--- config.mk ---
export PLATFORM = sky130hd
export DESIGN_NAME = lfu_victim_sel
export DESIGN_NICKNAME = d
export VERILOG_FILES = /design/src/rtl/lfu_victim_sel.sv
export SDC_FILE = /design/constraint.sdc
export NUM_CORES = 1
export LEC_CHECK = 0
export BUFFER_PORTS_ARGS = -buffer_cell sky130_fd_sc_hd__buf_2
export CORE_ASPECT_RATIO = 2
export CORE_MARGIN = 8
export CORE_UTILIZATION = 65
export DETAILED_ROUTE_END_ITERATION = 6
export PLACE_DENSITY = 0.92
export SYNTH_ARGS = -nofsm -noshare
export SYNTH_HDL_FRONTEND = slang
export SYNTH_SLANG_ARGS = --single-unit
--- constraint.sdc ---
create_clock -name clk_i -period 7.5 [get_ports clk_i]
set_input_delay 0.375 -clock clk_i [delete_from_list [all_inputs] [get_ports clk_i]]
set_output_delay 0.375 -clock clk_i [all_outputs]
set_load 0.02 [all_outputs]
--- src/rtl/lfu_victim_sel.sv ---
// LFU victim selector: per-way usage counters with halving on saturation,
// plus a serial min-scan over a snapshot that answers victim requests.

module lfu_victim_lane #(
  parameter int CNT_W = 8
) (
  input  logic             clk_i,
  input  logic             rst_i,
  input  logic             hit_i,
  input  logic             fill_i,
  input  logic             age_i,
  output logic [CNT_W-1:0] cnt_o
);
  localparam logic [CNT_W-1:0] AGE_V = CNT_W'(1) << (CNT_W - 1);

  logic [CNT_W-1:0] cnt_q, cnt_d;

  // Fill beats everything; a saturating hit resets its own way to half+1.
  always_comb begin
    cnt_d = cnt_q;
    if (fill_i)      cnt_d = '0;
    else if (age_i)  cnt_d = hit_i ? AGE_V : (cnt_q >> 1);
    else if (hit_i)  cnt_d = cnt_q + CNT_W'(1);
  end

  always_ff @(posedge clk_i) begin
    if (rst_i) cnt_q <= '0;
    else       cnt_q <= cnt_d;
  end

  assign cnt_o = cnt_q;
endmodule

module lfu_victim_sel #(
  parameter int WAYS  = 4,
  parameter int CNT_W = 8,
  parameter int IDX_W = (WAYS > 1) ? $clog2(WAYS) : 1
) (
  input  logic             clk_i,
  input  logic             rst_i,
  input  logic             hit_vld_i,
  input  logic [IDX_W-1:0] hit_way_i,
  input  logic             fill_vld_i,
  input  logic [IDX_W-1:0] fill_way_i,
  input  logic [WAYS-1:0]  way_valid_i,
  input  logic             vict_req_i,
  output logic             busy_o,
  output logic             vict_ack_o,
  output logic [IDX_W-1:0] vict_way_o,
  output logic [CNT_W-1:0] vict_cnt_o
);
  localparam logic [1:0] S_IDLE = 2'd0;
  localparam logic [1:0] S_SCAN = 2'd1;
  localparam logic [1:0] S_DONE = 2'd2;
  localparam logic [CNT_W-1:0] MAX = '1;
  localparam logic [IDX_W-1:0] LAST = IDX_W'(WAYS - 1);

  logic [WAYS-1:0][CNT_W-1:0] cnt;
  logic                       hit_ok, fill_ok, age;
  logic [CNT_W-1:0]           hit_cnt;

  assign hit_ok  = hit_vld_i  && (int'(hit_way_i)  < WAYS);
  assign fill_ok = fill_vld_i && (int'(fill_way_i) < WAYS);
  assign hit_cnt = hit_ok ? cnt[hit_way_i] : '0;
  assign age     = hit_ok && (hit_cnt == MAX);

  for (genvar g = 0; g < WAYS; g++) begin : g_lane
    lfu_victim_lane #(.CNT_W(CNT_W)) u_lane (
      .clk_i  (clk_i),
      .rst_i  (rst_i),
      .hit_i  (hit_ok  && (hit_way_i  == IDX_W'(g))),
      .fill_i (fill_ok && (fill_way_i == IDX_W'(g))),
      .age_i  (age),
      .cnt_o  (cnt[g])
    );
  end

  logic [1:0]                 state_q, state_d;
  logic [IDX_W-1:0]           idx_q, idx_d;
  logic [CNT_W:0]             best_key_q, best_key_d;
  logic [IDX_W-1:0]           best_way_q, best_way_d;
  logic [WAYS-1:0][CNT_W-1:0] snap_cnt_q, snap_cnt_d;
  logic [WAYS-1:0]            snap_vld_q, snap_vld_d;
  logic                       busy_q, busy_d, ack_q, ack_d;
  logic [IDX_W-1:0]           vway_q, vway_d;
  logic [CNT_W-1:0]           vcnt_q, vcnt_d;

  // Key puts validity in the MSB so invalid ways always sort first.
  logic [CNT_W:0]   cur_key, nxt_key;
  logic [IDX_W-1:0] nxt_way;
  logic             better;

  assign cur_key = {snap_vld_q[idx_q], snap_cnt_q[idx_q]};
  assign better  = cur_key < best_key_q;
  assign nxt_key = better ? cur_key : best_key_q;
  assign nxt_way = better ? idx_q : best_way_q;

  always_comb begin
    state_d    = state_q;
    idx_d      = idx_q;
    best_key_d = best_key_q;
    best_way_d = best_way_q;
    snap_cnt_d = snap_cnt_q;
    snap_vld_d = snap_vld_q;
    busy_d     = busy_q;
    ack_d      = 1'b0;
    vway_d     = vway_q;
    vcnt_d     = vcnt_q;
    case (state_q)
      S_IDLE: if (vict_req_i) begin
        state_d    = S_SCAN;
        busy_d     = 1'b1;
        snap_cnt_d = cnt;
        snap_vld_d = way_valid_i;
        idx_d      = '0;
        best_key_d = '1;
        best_way_d = '0;
      end
      S_SCAN: begin
        best_key_d = nxt_key;
        best_way_d = nxt_way;
        idx_d      = idx_q + IDX_W'(1);
        if (idx_q == LAST) begin
          state_d = S_DONE;
          busy_d  = 1'b0;
          ack_d   = 1'b1;
          vway_d  = nxt_way;
          vcnt_d  = nxt_key[CNT_W-1:0];
        end
      end
      default: state_d = S_IDLE;
    endcase
  end

  always_ff @(posedge clk_i) begin
    if (rst_i) begin
      state_q    <= S_IDLE;
      idx_q      <= '0;
      best_key_q <= '1;
      best_way_q <= '0;
      snap_cnt_q <= '0;
      snap_vld_q <= '0;
      busy_q     <= 1'b0;
      ack_q      <= 1'b0;
      vway_q     <= '0;
      vcnt_q     <= '0;
    end else begin
      state_q    <= state_d;
      idx_q      <= idx_d;
      best_key_q <= best_key_d;
      best_way_q <= best_way_d;
      snap_cnt_q <= snap_cnt_d;
      snap_vld_q <= snap_vld_d;
      busy_q     <= busy_d;
      ack_q      <= ack_d;
      vway_q     <= vway_d;
      vcnt_q     <= vcnt_d;
    end
  end

  assign busy_o     = busy_q;
  assign vict_ack_o = ack_q;
  assign vict_way_o = vway_q;
  assign vict_cnt_o = vcnt_q;
endmodule

## After elaboration in Yosys (flattened, before gate mapping)

Index checks and enable logic that the tools add are counted.

- Flip-flop bits (word level): 95
- Output and inout bits: 12
- Word-level logic and storage cells: 100

- $add $sub $neg: 5
- Magnitude comparators: 3
- Eq/ne operators: 12
- Muxes and demuxes: 33
- Bitwise gates (word level): 1
- Reductions and logical operators: 28

Operators with widths:

| cell | count |
|---|---|
| 8-bit 2-to-1 mux | 15 |
| 8-bit by 1-bit adder with 8-bit output, second input constant | 4 |
| 8-bit binary-select mux with 2-bit select | 2 |
| 9-bit 2-to-1 mux | 2 |
| 9-bit one-hot mux with 2 select lines | 1 |
| 2-bit one-hot mux with 2 select lines | 3 |
| 2-bit equality test, second input constant | 5 |
| 2-bit nonzero test | 5 |
| 2-bit OR reduction | 5 |
| 1-bit logical AND | 9 |
| 9-bit less-than comparator | 1 |
| 8-bit equality test, second input constant | 1 |
| 2-bit 2-to-1 mux | 4 |
| 2-bit AND reduction | 4 |
| 2-bit by 1-bit equality test with 1-bit output, second input constant | 3 |
| 2-bit zero test | 3 |
| 2-bit by 3-bit less-than comparator with 1-bit output, second input constant | 2 |
| 2-bit inequality test, second input constant | 3 |
| 3-bit AND reduction | 2 |
| 1-bit 2-to-1 mux | 4 |
| 2-bit by 1-bit adder with 2-bit output, second input constant | 1 |
| 1-bit binary-select mux with 2-bit select | 1 |
| 1-bit one-hot mux with 2 select lines | 1 |
| 1-bit inverter | 1 |

## Logic depth before layout (Yosys ltp)

- Word-level depth: 6
- Depth in mapped cells: 10
- Gate-level depth less buffers: 7

## Cells and area by module

From an unflattened synthesis, not the netlist that was laid out.

- Cells, all modules: 553
- Area total of the unflattened synthesis: 4739.5 sq um

By module, submodules not included:

| module | times used | cells an instance | area each (sq um) | sequential area each (sq um) |
|---|---|---|---|---|
| lfu_victim_sel | 1 | 337 | 2852.7 | 1261.2 |
| lfu_victim_lane | 4 | 54 | 471.7 | 160.2 |

## Worst setup path after synthesis

OpenSTA, ideal clock, no wires.

- Kind: register -> register
- Start point: reg idx_q[0]
- End point: reg vcnt_q[1] (netlist: vict_cnt_o[1])
- Data arrival time: 2551 ps
- Data required time: 7368 ps
- Path slack: 4817 ps
- Stages on the path, launching flop included: 11
- Buffers on the path: 3
- Clock period less this slack: 2683 ps
- Cells stage by stage: dfxtp_1 buf_6 buf_2 mux4_2 ha_1 nand4_1 a311o_2 o21a_1 buf_4 nand4_1 a31oi_1

- Longest elaborated chain between the ends: 4
- Elaborated cells between the ends (all ways): 8
- Classes of those cells: order compare: 1; eq/ne: 1; mux: 5; reduce/logical: 1

Ends and longest elaborated chain:

| element | line | source |
|---|---|---|
| start: declaration | 79 | `logic [IDX_W-1:0] idx_q, idx_d;` |
| start signal: assignment | 149 | `idx_q <= idx_d;` |
| 8-bit binary-select mux with 2-bit select or 1-bit binary-select mux with 2-bit select (tied branches) | 93 | `assign cur_key = {snap_vld_q[idx_q], snap_cnt_q[idx_q]};` |
| 8-bit 2-to-1 mux (not written as such) or 1-bit 2-to-1 mux (tied branches) | 93 |  |
| 9-bit less-than comparator | 94 | `assign better = cur_key < best_key_q;` |
| 9-bit 2-to-1 mux | 95 | `assign nxt_key = better ? cur_key : best_key_q;` |
| end signal: assignment | 157 | `vcnt_q <= vcnt_d;` |
| end: declaration | 86 | `logic [CNT_W-1:0] vcnt_q, vcnt_d;` |

Several ways; a longest one is shown, not always the timed one. The select of a mux whose other input is x is not followed.
A chain may end at the register's enable or synchronous reset.

## Worst setup path after layout

- Start point: reg idx_q[0]
- End point: reg best_key_q[3]

- Longest elaborated chain between the ends: 5
- Elaborated cells between the ends (all ways): 7
- Classes of those cells: order compare: 1; mux: 6

Ends and longest elaborated chain:

| element | line | source |
|---|---|---|
| 8-bit binary-select mux with 2-bit select or 1-bit binary-select mux with 2-bit select (tied branches) | 93 |  |
| 8-bit 2-to-1 mux (not written as such) or 1-bit 2-to-1 mux (tied branches) | 93 |  |
| 9-bit less-than comparator | 94 |  |
| 9-bit 2-to-1 mux * | 95 |  |
| 9-bit one-hot mux with 2 select lines * | 109 | `case (state_q)` |
| end signal: assignment | 150 | `best_key_q <= best_key_d;` |
| end: declaration | 80 | `logic [CNT_W:0] best_key_q, best_key_d;` |

Every way passes the cells marked *; elsewhere a longest branch is shown, timed or not. The select of a mux whose other input is x is not followed.

==> out/qor.yml <==
status:
  status: "complete, no violations"
clock_network:
  holdBufCountCts: 0
  clock_latency_ps: 350
  clk_pin_slew_ps: 60
  htree_levels: 3
  cts_made_buffers: 9
  postCtsSetupBuffers: 0
  clk_path_buf_depth: 2
  post_cts_resized: 0
  cts.sinks: 95
  cts_tree: "built"
  clockRootBuffer: "clkbuf_16"
worst_setup_path:
  crit_chain: "mux4_2 > ha_1 > a21oi_1 > o21a_1 > o21a_1 > nand3_2 > o22a_1"
  path_class: "reg2reg"
  cp_slowest_cell: "dfxtp_1"
  cp-start-kind: "register"
  max_stage_delay_ps: 770
  cp_common_cell: "o21a_1"
  cp-end-kind: "register"
  r2r_setup_slack_ps: 4030
  critPathArrivalTime_ps: 3700
  r2r_end: "best_key_q[3]$_SDFFE_PP1P_"
  critPathRequiredTime_ps: 7730
  rr_startpoint: "idx_q[0]$_SDFFE_PP0P_"
  rr_worst_depth: 7
  critPathMaxFanout: 15
routing:
  viasPerCell: 6.59
  postRouteWirelength_um: 12100
  ant_nets: 0
  drt_iter0_markers: 339
  drtPass1Iterations: 5
  drc_errors: 0
  vias: 4386
  post_drt_wl_per_cell_um: 18.2
placed_design:
  dp_cells: 650
  globalplace.congestion: 0.897
  hpwl_um: 8330
  portBuffers: 24
timing:
  fin_tns_setup_ps: 0
  hold_violations: 0
  fin_crit_sh: 0.462
  slew_viol_final: 0
  fin_crit_ps: 3470
  max_freq_mhz: 288
  rsz0062_at_grt: "no"
  worst_pin_slew_ps: 1210
  finalSetupViolations: 0
  skew_ps: 6.42
  maxSlewHeadroom: 0.193
worst_hold_path:
  hp-class: "in2reg"
  holdPathEnd: "snap_vld_q[1]$_SDFFE_PP0P_"
  hp-start: "way_valid_i[1]"
  worst_hold_path.num_cells: 3
floorplanning:
  die_h_um: 137
  ios: 25
  dieArea_sq_um: 10500
  core_sq_um: 7210
  start_util: 0.661
  die_w_um: 76.6
  row_count: 44
yosys:
  yosysWarnings: 0
  syn_avg_cell_area_sq_um: 8.39
  synth-async-reset-ratio: 0
  synth_cell_types: 54
  synth_cells: 568
  ys_ff_latch: 95
  synth_edf_count: 0
  synth_fp_nets: 594
  ys_seq_area_frac: 0.399
  ys.flop_type: "dfxtp_1"
  synth_area_sq_um: 4770
power_and_ir_drop:
  combinationalPowerShare: 0.062
  p_clk_frac: 0.445
  switching_share: 0.228
  p_leak_nw: 1.81
  p_switching_w: 0.000242
  peakVddDrop_uv: 137
  p_per_area_nw_per_um2: 207
  intPower_w: 0.000818
  power_frac_seq: 0.493
grt:
  overflow: 0
  grt_pass1_wl_um: 20100
  grtUsageTotal: 0.236
  antenna_found_initial: 0
  grt_max_degree: 64
  grt_pass1_vias: 4415
finish:
  nets: 595
  layout.cells.non_filler: 666
  final_cell_mix: "nand2_1, dfxtp_1, a21oi_1, nor2_1, buf_2"
  drive_gt1_frac: 0.113
  final_common_cell: "nand2_1"
  diodes: 0
  area_growth_pct: 7.45
  nFillCells: 522
run:
  drv_cap: 0
==> logic make-up after synthesis <==
kind of cell	count (synthesis)	share of synthesized area
XOR/XNOR	22	0.0404
AND/OR/NAND/NOR	225	0.221
buffers and inverters	55	0.0588
flip-flops	95	0.399
multiplexers	13	0.0485
AO/OA/AOI/OAI	145	0.198
adder cells (fa/ha/maj)	13	0.0341
==> Yosys cell counts (10+ instances only) <==
cell type / count / area, sq um
nand2_1: 124 / 465
dfxtp_1: 95 / 1900
a21oi_1: 65 / 325
nor2_1: 26 / 97.6
nand3_1: 21 / 105
nand4_1: 20 / 125
a211oi_1: 17 / 128
clkbuf_1: 17 / 63.8
inv_1: 17 / 63.8
xor2_1: 14 / 123
ha_1: 13 / 163
a31oi_1: 10 / 62.6
o21ai_0: 10 / 50.1
==> power by group through the flow <==
stage / sequential (W) / clock (W) / combinational, W
after floorplan: 0.000529 / 0 / 0.0000537
after global placement: 0.000533 / 0 / 0.0000606
after detailed placement: 0.000533 / 0 / 0.0000636
after CTS: 0.000522 / 0.000477 / 0.0000645
after global routing: 0.000523 / 0.000495 / 0.0000715
final: 0.000522 / 0.000472 / 0.0000656
==> flip-flops by register name, summed over array words and instances (netlist names) <==
register,count
g_lane.u_lane.cnt_o,32
snap_cnt_q,32
best_key_q,9
vict_cnt_o,8
snap_vld_q,4
best_way_q,2
idx_q,2
state_q,2
vict_way_o,2
busy_o,1
vict_ack_o,1
==> layer usage <==
layer / wire [um] / vias to the layer above / track usage
li1: - / 2030 / -
met1: 4230 / 2091 / 0.215
met2: 6490 / 201 / 0.439
met3: 627 / 64 / 0.0513
met4: 767 / 0 / 0.189
met5: 0 / - / 0
==> per-stage QoR <==
| step | worst slack (ps) | area, sq um | hold slack [ps] | power [W] | util |
|---|---|---|---|---|---|
| after floorplan | 4820 | 4770 | 429 | 0.000583 | - |
| after global placement | 4370 | 4810 | 439 | 0.000593 | 0.667 |
| after detailed placement | 4270 | 4810 | 444 | 0.000597 | 0.667 |
| after CTS | 4130 | 5120 | 265 | 0.00106 | 0.710 |
| after global routing | 3890 | 5120 | 291 | 0.00109 | 0.710 |
| final | 4030 | 5120 | 268 | 0.00106 | 0.710 |
==> final cells by class <==
type,instances,area [sq um],area share
multi-input combinational,418,2590,0.505
inverter,18,67.6,0.0132
clock buffer,13,270,0.0527
timing repair buffer,27,143,0.0278
tap,92,115,0.0225
clock inverter,3,40.0,0.00781
sequential,95,1900,0.371
==> worst max-delay path, delay by kind of cell, from the launching register on <==
kind | cells | cell delay [ps]
muxes | 1 | 640
AOI/OAI and AO/OA | 4 | 1280
and+or+nand+nor | 1 | 340
adders and majority gates | 1 | 320
DFF | 1 | 770
==> worst max path at each step <==
stage / from / end / slack (ps) / cells past startpoint
final: idx_q[0]$_SDFFE_PP0P_ / best_key_q[3]$_SDFFE_PP1P_ / 4030 / 7
after global routing: idx_q[0]$_SDFFE_PP0P_ / best_key_q[6]$_SDFFE_PP1P_ / 3890 / 7
after CTS: idx_q[0]$_SDFFE_PP0P_ / best_key_q[1]$_SDFFE_PP1P_ / 4130 / 7
after detailed placement: idx_q[0]$_SDFFE_PP0P_ / best_key_q[1]$_SDFFE_PP1P_ / 4270 / 7
after global placement: idx_q[0]$_SDFFE_PP0P_ / best_key_q[2]$_SDFFE_PP1P_ / 4370 / 7
after floorplan: idx_q[0]$_SDFFE_PP0P_ / vict_cnt_o[1]$_SDFFE_PP0P_ / 4820 / 10
Note: power is estimated with default switching activity, not from simulation.
